==> src/rtl/adder_pkg.sv <==
// Shared types and constants for the arbitrated sign-magnitude/unsigned adder.
package adder_pkg;

  localparam int DW = 8;

  typedef enum logic [1:0] {
    ST_IDLE = 2'd0,
    ST_EXEC = 2'd1,
    ST_RESP = 2'd2
  } state_t;

endpackage

==> src/rtl/sm_adder8.sv <==
// Combinational 8-bit adder: unsigned (9-bit sum) or sign-magnitude with
// magnitude-overflow flag and sign taken from the larger magnitude.
module sm_adder8
  import adder_pkg::*;
(
  input  logic          iSA,
  input  logic [DW-1:0] iData_a,
  input  logic [DW-1:0] iData_b,
  output logic [DW:0]   oData,
  output logic          oData_C
);

  logic [DW-2:0] magA_s;
  logic [DW-2:0] magB_s;
  logic [DW-1:0] magSum_s;
  logic [DW:0]   uSum_s;

  assign magA_s   = iData_a[DW-2:0];
  assign magB_s   = iData_b[DW-2:0];
  assign uSum_s   = {1'b0, iData_a} + {1'b0, iData_b};
  assign magSum_s = {1'b0, magA_s} + {1'b0, magB_s};

  // Select result by mode and sign relationship; equal magnitudes of opposite sign give +0
  always_comb begin
    oData   = '0;
    oData_C = 1'b0;
    if (!iSA) begin
      oData   = uSum_s;
      oData_C = uSum_s[DW];
    end else if (iData_a[DW-1] == iData_b[DW-1]) begin
      oData   = {iData_a[DW-1], magSum_s};
      oData_C = magSum_s[DW-1];
    end else if (magA_s > magB_s) begin
      oData   = {iData_a[DW-1], 1'b0, magA_s - magB_s};
      oData_C = 1'b0;
    end else if (magB_s > magA_s) begin
      oData   = {iData_b[DW-1], 1'b0, magB_s - magA_s};
      oData_C = 1'b0;
    end else begin
      oData   = '0;
      oData_C = 1'b0;
    end
  end

endmodule

==> src/rtl/adder_arbiter.sv <==
// Round-robin arbiter sharing one sm_adder8 among NREQ requesters with
// valid/ready on both sides; responses are tagged with the requester ID.
module adder_arbiter
  import adder_pkg::*;
#(
  parameter int NREQ = 4,
  parameter int IDW  = (NREQ > 2) ? $clog2(NREQ) : 1
) (
  input  logic             iClk,
  input  logic             iRst_n,
  input  logic [NREQ-1:0]  iReq_valid,
  output logic [NREQ-1:0]  oReq_ready,
  input  logic [NREQ-1:0]  iReq_sa,
  input  logic [DW*NREQ-1:0] iReq_a,
  input  logic [DW*NREQ-1:0] iReq_b,
  output logic             oRsp_valid,
  input  logic             iRsp_ready,
  output logic [IDW-1:0]   oRsp_id,
  output logic [DW:0]      oRsp_data,
  output logic             oRsp_c
);

  state_t          state_r;
  logic [IDW-1:0]  ptr_r;
  logic [IDW-1:0]  id_r;
  logic            sa_r;
  logic [DW-1:0]   a_r;
  logic [DW-1:0]   b_r;
  logic            rspValid_r;
  logic [DW:0]     rspData_r;
  logic            rspC_r;

  logic [IDW-1:0]  winner_s;
  logic            anyValid_s;
  logic [IDW-1:0]  nextPtr_s;
  logic [NREQ-1:0] ready_s;
  logic [DW:0]     sum_s;
  logic            sumC_s;

  sm_adder8 uAdder (
    .iSA     (sa_r),
    .iData_a (a_r),
    .iData_b (b_r),
    .oData   (sum_s),
    .oData_C (sumC_s)
  );

  // Scan from the farthest offset down so the request closest to ptr wins
  always_comb begin
    logic [IDW:0]   raw;
    logic [IDW-1:0] idx;
    winner_s   = '0;
    anyValid_s = 1'b0;
    raw        = '0;
    idx        = '0;
    for (int i = NREQ - 1; i >= 0; i--) begin
      raw        = {1'b0, ptr_r} + (IDW+1)'(i);
      idx        = (raw >= (IDW+1)'(NREQ)) ? IDW'(raw - (IDW+1)'(NREQ)) : raw[IDW-1:0];
      winner_s   = iReq_valid[idx] ? idx : winner_s;
      anyValid_s = anyValid_s | iReq_valid[idx];
    end
  end

  // Grant is offered only while idle
  always_comb begin
    ready_s = '0;
    if ((state_r == ST_IDLE) && anyValid_s) begin
      ready_s[winner_s] = 1'b1;
    end else begin
      ready_s = '0;
    end
  end

  assign nextPtr_s  = (id_r == IDW'(NREQ - 1)) ? '0 : id_r + IDW'(1);
  assign oReq_ready = ready_s;
  assign oRsp_valid = rspValid_r;
  assign oRsp_id    = id_r;
  assign oRsp_data  = rspData_r;
  assign oRsp_c     = rspC_r;

  // Control FSM: capture operands, register the sum, hold the response until taken
  always_ff @(posedge iClk or negedge iRst_n) begin
    if (!iRst_n) begin
      state_r    <= ST_IDLE;
      ptr_r      <= '0;
      id_r       <= '0;
      sa_r       <= 1'b0;
      a_r        <= '0;
      b_r        <= '0;
      rspValid_r <= 1'b0;
      rspData_r  <= '0;
      rspC_r     <= 1'b0;
    end else begin
      case (state_r)
        ST_IDLE: begin
          if (anyValid_s) begin
            sa_r    <= iReq_sa[winner_s];
            a_r     <= iReq_a[int'(winner_s)*DW +: DW];
            b_r     <= iReq_b[int'(winner_s)*DW +: DW];
            id_r    <= winner_s;
            state_r <= ST_EXEC;
          end
        end
        ST_EXEC: begin
          rspData_r  <= sum_s;
          rspC_r     <= sumC_s;
          rspValid_r <= 1'b1;
          state_r    <= ST_RESP;
        end
        ST_RESP: begin
          if (iRsp_ready) begin
            rspValid_r <= 1'b0;
            ptr_r      <= nextPtr_s;
            state_r    <= ST_IDLE;
          end
        end
        default: begin
          rspValid_r <= 1'b0;
          state_r    <= ST_IDLE;
        end
      endcase
    end
  end

endmodule

==> config.mk <==
export PLATFORM = sky130hd
export DESIGN_NAME = adder_arbiter
export DESIGN_NICKNAME = d
export VERILOG_FILES = /design/src/rtl/adder_pkg.sv /design/src/rtl/sm_adder8.sv /design/src/rtl/adder_arbiter.sv
export SDC_FILE = /design/constraint.sdc
export NUM_CORES = 1
export LEC_CHECK = 0
export CAP_MARGIN = 20
export CELL_PAD_IN_SITES_DETAIL_PLACEMENT = 1
export CELL_PAD_IN_SITES_GLOBAL_PLACEMENT = 1
export CORE_MARGIN = 5
export CORE_UTILIZATION = 37
export CTS_CLUSTER_DIAMETER = 60
export CTS_CLUSTER_SIZE = 10
export DETAILED_ROUTE_END_ITERATION = 6
export GPL_ROUTABILITY_DRIVEN = 0
export GPL_TIMING_DRIVEN = 0
export MAX_ROUTING_LAYER = met4
export PLACE_DENSITY = 0.88
export SYNTH_ARGS = -nofsm -noshare
export SYNTH_HDL_FRONTEND = slang
export SYNTH_SLANG_ARGS = --single-unit
==> constraint.sdc <==
create_clock -name iClk -period 4.9 [get_ports iClk]
set_input_delay 0.98 -clock iClk [delete_from_list [all_inputs] [get_ports iClk]]
set_output_delay 0.98 -clock iClk [all_outputs]
set_load 0.03 [all_outputs]
==> impl_metrics.py <==
metrics = {
    "worst_hold_path": {
        "hp-class": "reg -> reg",
        "min_to": "oRsp_c",
        "hold_path.startpoint": "oRsp_c",
        "min_path_cells": 2,
    },
    "sta": {
        "fin_crit_ps": 4280,
        "final.setup.tns_ps": 0,
        "slew_violations": 0,
        "setup_viol": 0,
        "finalCritPeriodShare_pct": 87.4,
        "max_slew_margin_pct": 48.6,
        "finalClockSkew_ps": 6.56,
        "hold_viol_final": 0,
        "fmax_mhz": 233,
        "rsz0062_at_grt": "false",
        "worstMarginPinSlew_ps": 771,
    },
    "die": {
        "io_pins": 92,
        "die-area_um2": 9520,
        "die_h_um": 97.6,
        "rows": 32,
        "dieWidth_um": 97.6,
        "core_area_um2": 7610,
        "start_util_pct": 37.3,
    },
    "power": {
        "ir_drop_uv": 209,
        "p_leak_nw": 1.66,
        "p_per_area_nw_per_um2": 699,
    },
    "synth": {
        "synth_warnings": 0,
        "avgSynthCellArea_um2": 9.30,
        "syn-num-nets": 407,
        "yosys_most_used_dff": "dfrtp_1",
        "syn_inst": 305,
        "synth-edff-count": 0,
        "syn_area_um2": 2840,
        "synth_cell_types": 45,
        "synthArstFlopShare_pct": 100,
        "synth_seq_cells": 34,
        "yosysSeqAreaShare_pct": 30.0,
    },
    "global_routing": {
        "grt.total_usage_pct": 19.3,
        "grt_pass1_vias": 3110,
        "grt_first_pass_wirelength_um": 14700,
        "grt_overflow": 0,
        "grt_max_degree": 35,
        "antenna_found_initial": 0,
    },
    "flow_run": {
        "drv_cap": 0,
    },
    "clock_tree": {
        "clk_latency_ps": 290,
        "postCtsHoldBufs": 0,
        "cts_buffer_depth": 2,
        "cts_root_buf": "clkbuf_8",
        "path_clk_slew_ps": 70,
        "cts_tree": "built",
        "htreeDepth": 2,
        "clkSinkCount": 34,
        "numCtsBuffers": 5,
        "cts_setup_buffers": 0,
        "cts_resized": 0,
    },
    "setup_path": {
        "regToRegSetupSlack_ps": 2230,
        "reg2reg_depth": 12,
        "cp_data_arrival_time_ps": 3300,
        "critical_path_class": "in -> out",
        "crit_path_start_kind": "input port",
        "timing.rr.end": "oRsp_data[7]",
        "endpoint_kind": "output pin",
        "critPathMaxFanout": 10,
        "worstPathRequired_ps": 3920,
        "worstReg2RegStart": "a_r[1]",
    },
    "cells_and_area": {
        "fin_util_pct": 52.0,
        "diodes": 0,
        "stdcell_count": 504,
        "fin_nets": 505,
        "layout_commonest_cell": "clkdlybuf4s50_1",
        "drive_gt1_share_pct": 9.45,
        "final_cell_mix": "clkdlybuf4s50_1, nand2_1, dfrtp_1",
        "area_growth_pct": 39.3,
    },
    "route": {
        "drtPass1Iterations": 4,
        "postRouteWirelength_um": 9010,
        "ant_nets": 0,
        "wl_met1_um": 3830,
        "highest_layer": "met4",
        "vias": 2741,
        "wire_per_inst_um": 17.9,
        "drc_errors": 0,
        "route.met2.wl_um": 4610,
        "via_per_inst": 5.44,
        "wl_met3_um": 411,
        "dr.first_iter.drc_count": 90,
    },
    "status": {
        "outcome": "completed",
    },
    "place": {
        "dpl.hpwl_um": 7610,
        "placed_cells": 498,
        "port_buffers": 91,
    },
}
-- synth_stat cells (2+ instances only) --
| master | n | share of area, % |
|---|---|---|
| a211oi_1 | 7 | 1.9 |
| a21oi_1 | 13 | 2.3 |
| a221oi_1 | 4 | 1.2 |
| a31oi_1 | 2 | 0.44 |
| buf_2 | 7 | 1.2 |
| buf_6 | 3 | 1.2 |
| clkbuf_1 | 6 | 0.79 |
| dfrtp_1 | 34 | 30 |
| fa_1 | 2 | 1.4 |
| ha_1 | 25 | 11 |
| inv_1 | 24 | 3.2 |
| mux2i_1 | 7 | 2.5 |
| mux4_2 | 14 | 11 |
| nand2_1 | 34 | 4.5 |
| nand2b_1 | 5 | 1.1 |
| nand3_1 | 5 | 0.88 |
| nand3b_1 | 3 | 0.79 |
| nor2_1 | 25 | 3.3 |
| nor2b_1 | 3 | 0.66 |
| nor3_1 | 3 | 0.53 |
| nor3b_1 | 3 | 0.79 |
| nor4_1 | 2 | 0.44 |
| o21a_1 | 7 | 1.9 |
| o21ai_0 | 26 | 4.6 |
| o221ai_1 | 3 | 0.93 |
| o22ai_1 | 5 | 1.1 |
| o31a_1 | 2 | 0.62 |
| o31ai_1 | 4 | 1.1 |
| or2_2 | 3 | 0.66 |
| or3_1 | 3 | 0.66 |
| xnor2_1 | 7 | 2.2 |
-- metal layers --
metal,up-vias,GRT usage (%)
li1,1286,-
met3,14,3.02
met5,-,-
met1,1352,22.3
met4,0,5.54
met2,89,34.5
-- critical path: stages --
cell and delay, ps:
clkdlybuf4s50_1 550, mux2i_1 100, a211o_1 360, buf_6 180, or2_2 310, nor2_1 110, clkdlybuf4s50_1 700
-- flip-flops by register name (all words and copies together), names as in the netlist --
| name | flops |
|---|---|
| sa_r | 1 |
| ptr_r | 2 |
| a_r | 8 |
| b_r | 8 |
| oRsp_c | 1 |
| state_r | 2 |
| oRsp_id | 2 |
| oRsp_valid | 1 |
| oRsp_data | 9 |
-- area by class of cell --
class	instances	area, um2
clock buffer	6	82.6
fill	880	3650
sequential	34	851
multi-input combinational	230	1800
tap	102	128
inverter	25	93.8
timing repair buffer	91	906
buffer	16	91.3
-- power breakdown --
| part | internal (mW) | switching [mW] | leakage (nW) |
|---|---|---|---|
| Clock | 0.108 | 0.103 | 0.0431 |
| Sequential | 0.425 | 0.118 | 0.411 |
| Combinational | 0.848 | 1.16 | 1.20 |
| Total | 1.38 | 1.38 | 1.66 |
-- cell families after synthesis --
kind of cell               Yosys count  share of synthesized area (%)
AOI/OAI and AO/OA                   79                           17.8
muxes                               23                           14.9
adders and majority gates           27                           12.4
and+or+nand+nor                     93                           15.8
buffers and inverters               41                           6.53
xor gates and xnor gates             8                           2.47
DFF                                 34                           30.0
-- stage by stage --
step                      setup slack (ps)  hold WS [ps]  power, mW  instance area [um2]
final                                  617           489       2.76                 3950
after global routing                   533           525       3.00                 3950
after detailed placement               616           480       2.55                 3870
after CTS                              616           497       2.78                 3950
after floorplan                       1640           478       1.96                 2840
after global placement                 662           463       2.43                 3870
-- how the worst max path moves through the flow --
stage	from	end	slack, ps	cells after the start
5_1_grt	iReq_valid[1]	oReq_ready[1]	530	7
6_report	iReq_valid[1]	oReq_ready[1]	620	7
3_5_place_dp	iReq_valid[1]	oReq_ready[1]	620	7
3_3_place_gp	iReq_valid[1]	oReq_ready[3]	660	7
2_1_floorplan	iReq_valid[0]	oReq_ready[1]	1640	5
4_1_cts	iReq_valid[1]	oReq_ready[1]	620	7
Power figures use the tool's default switching activity.
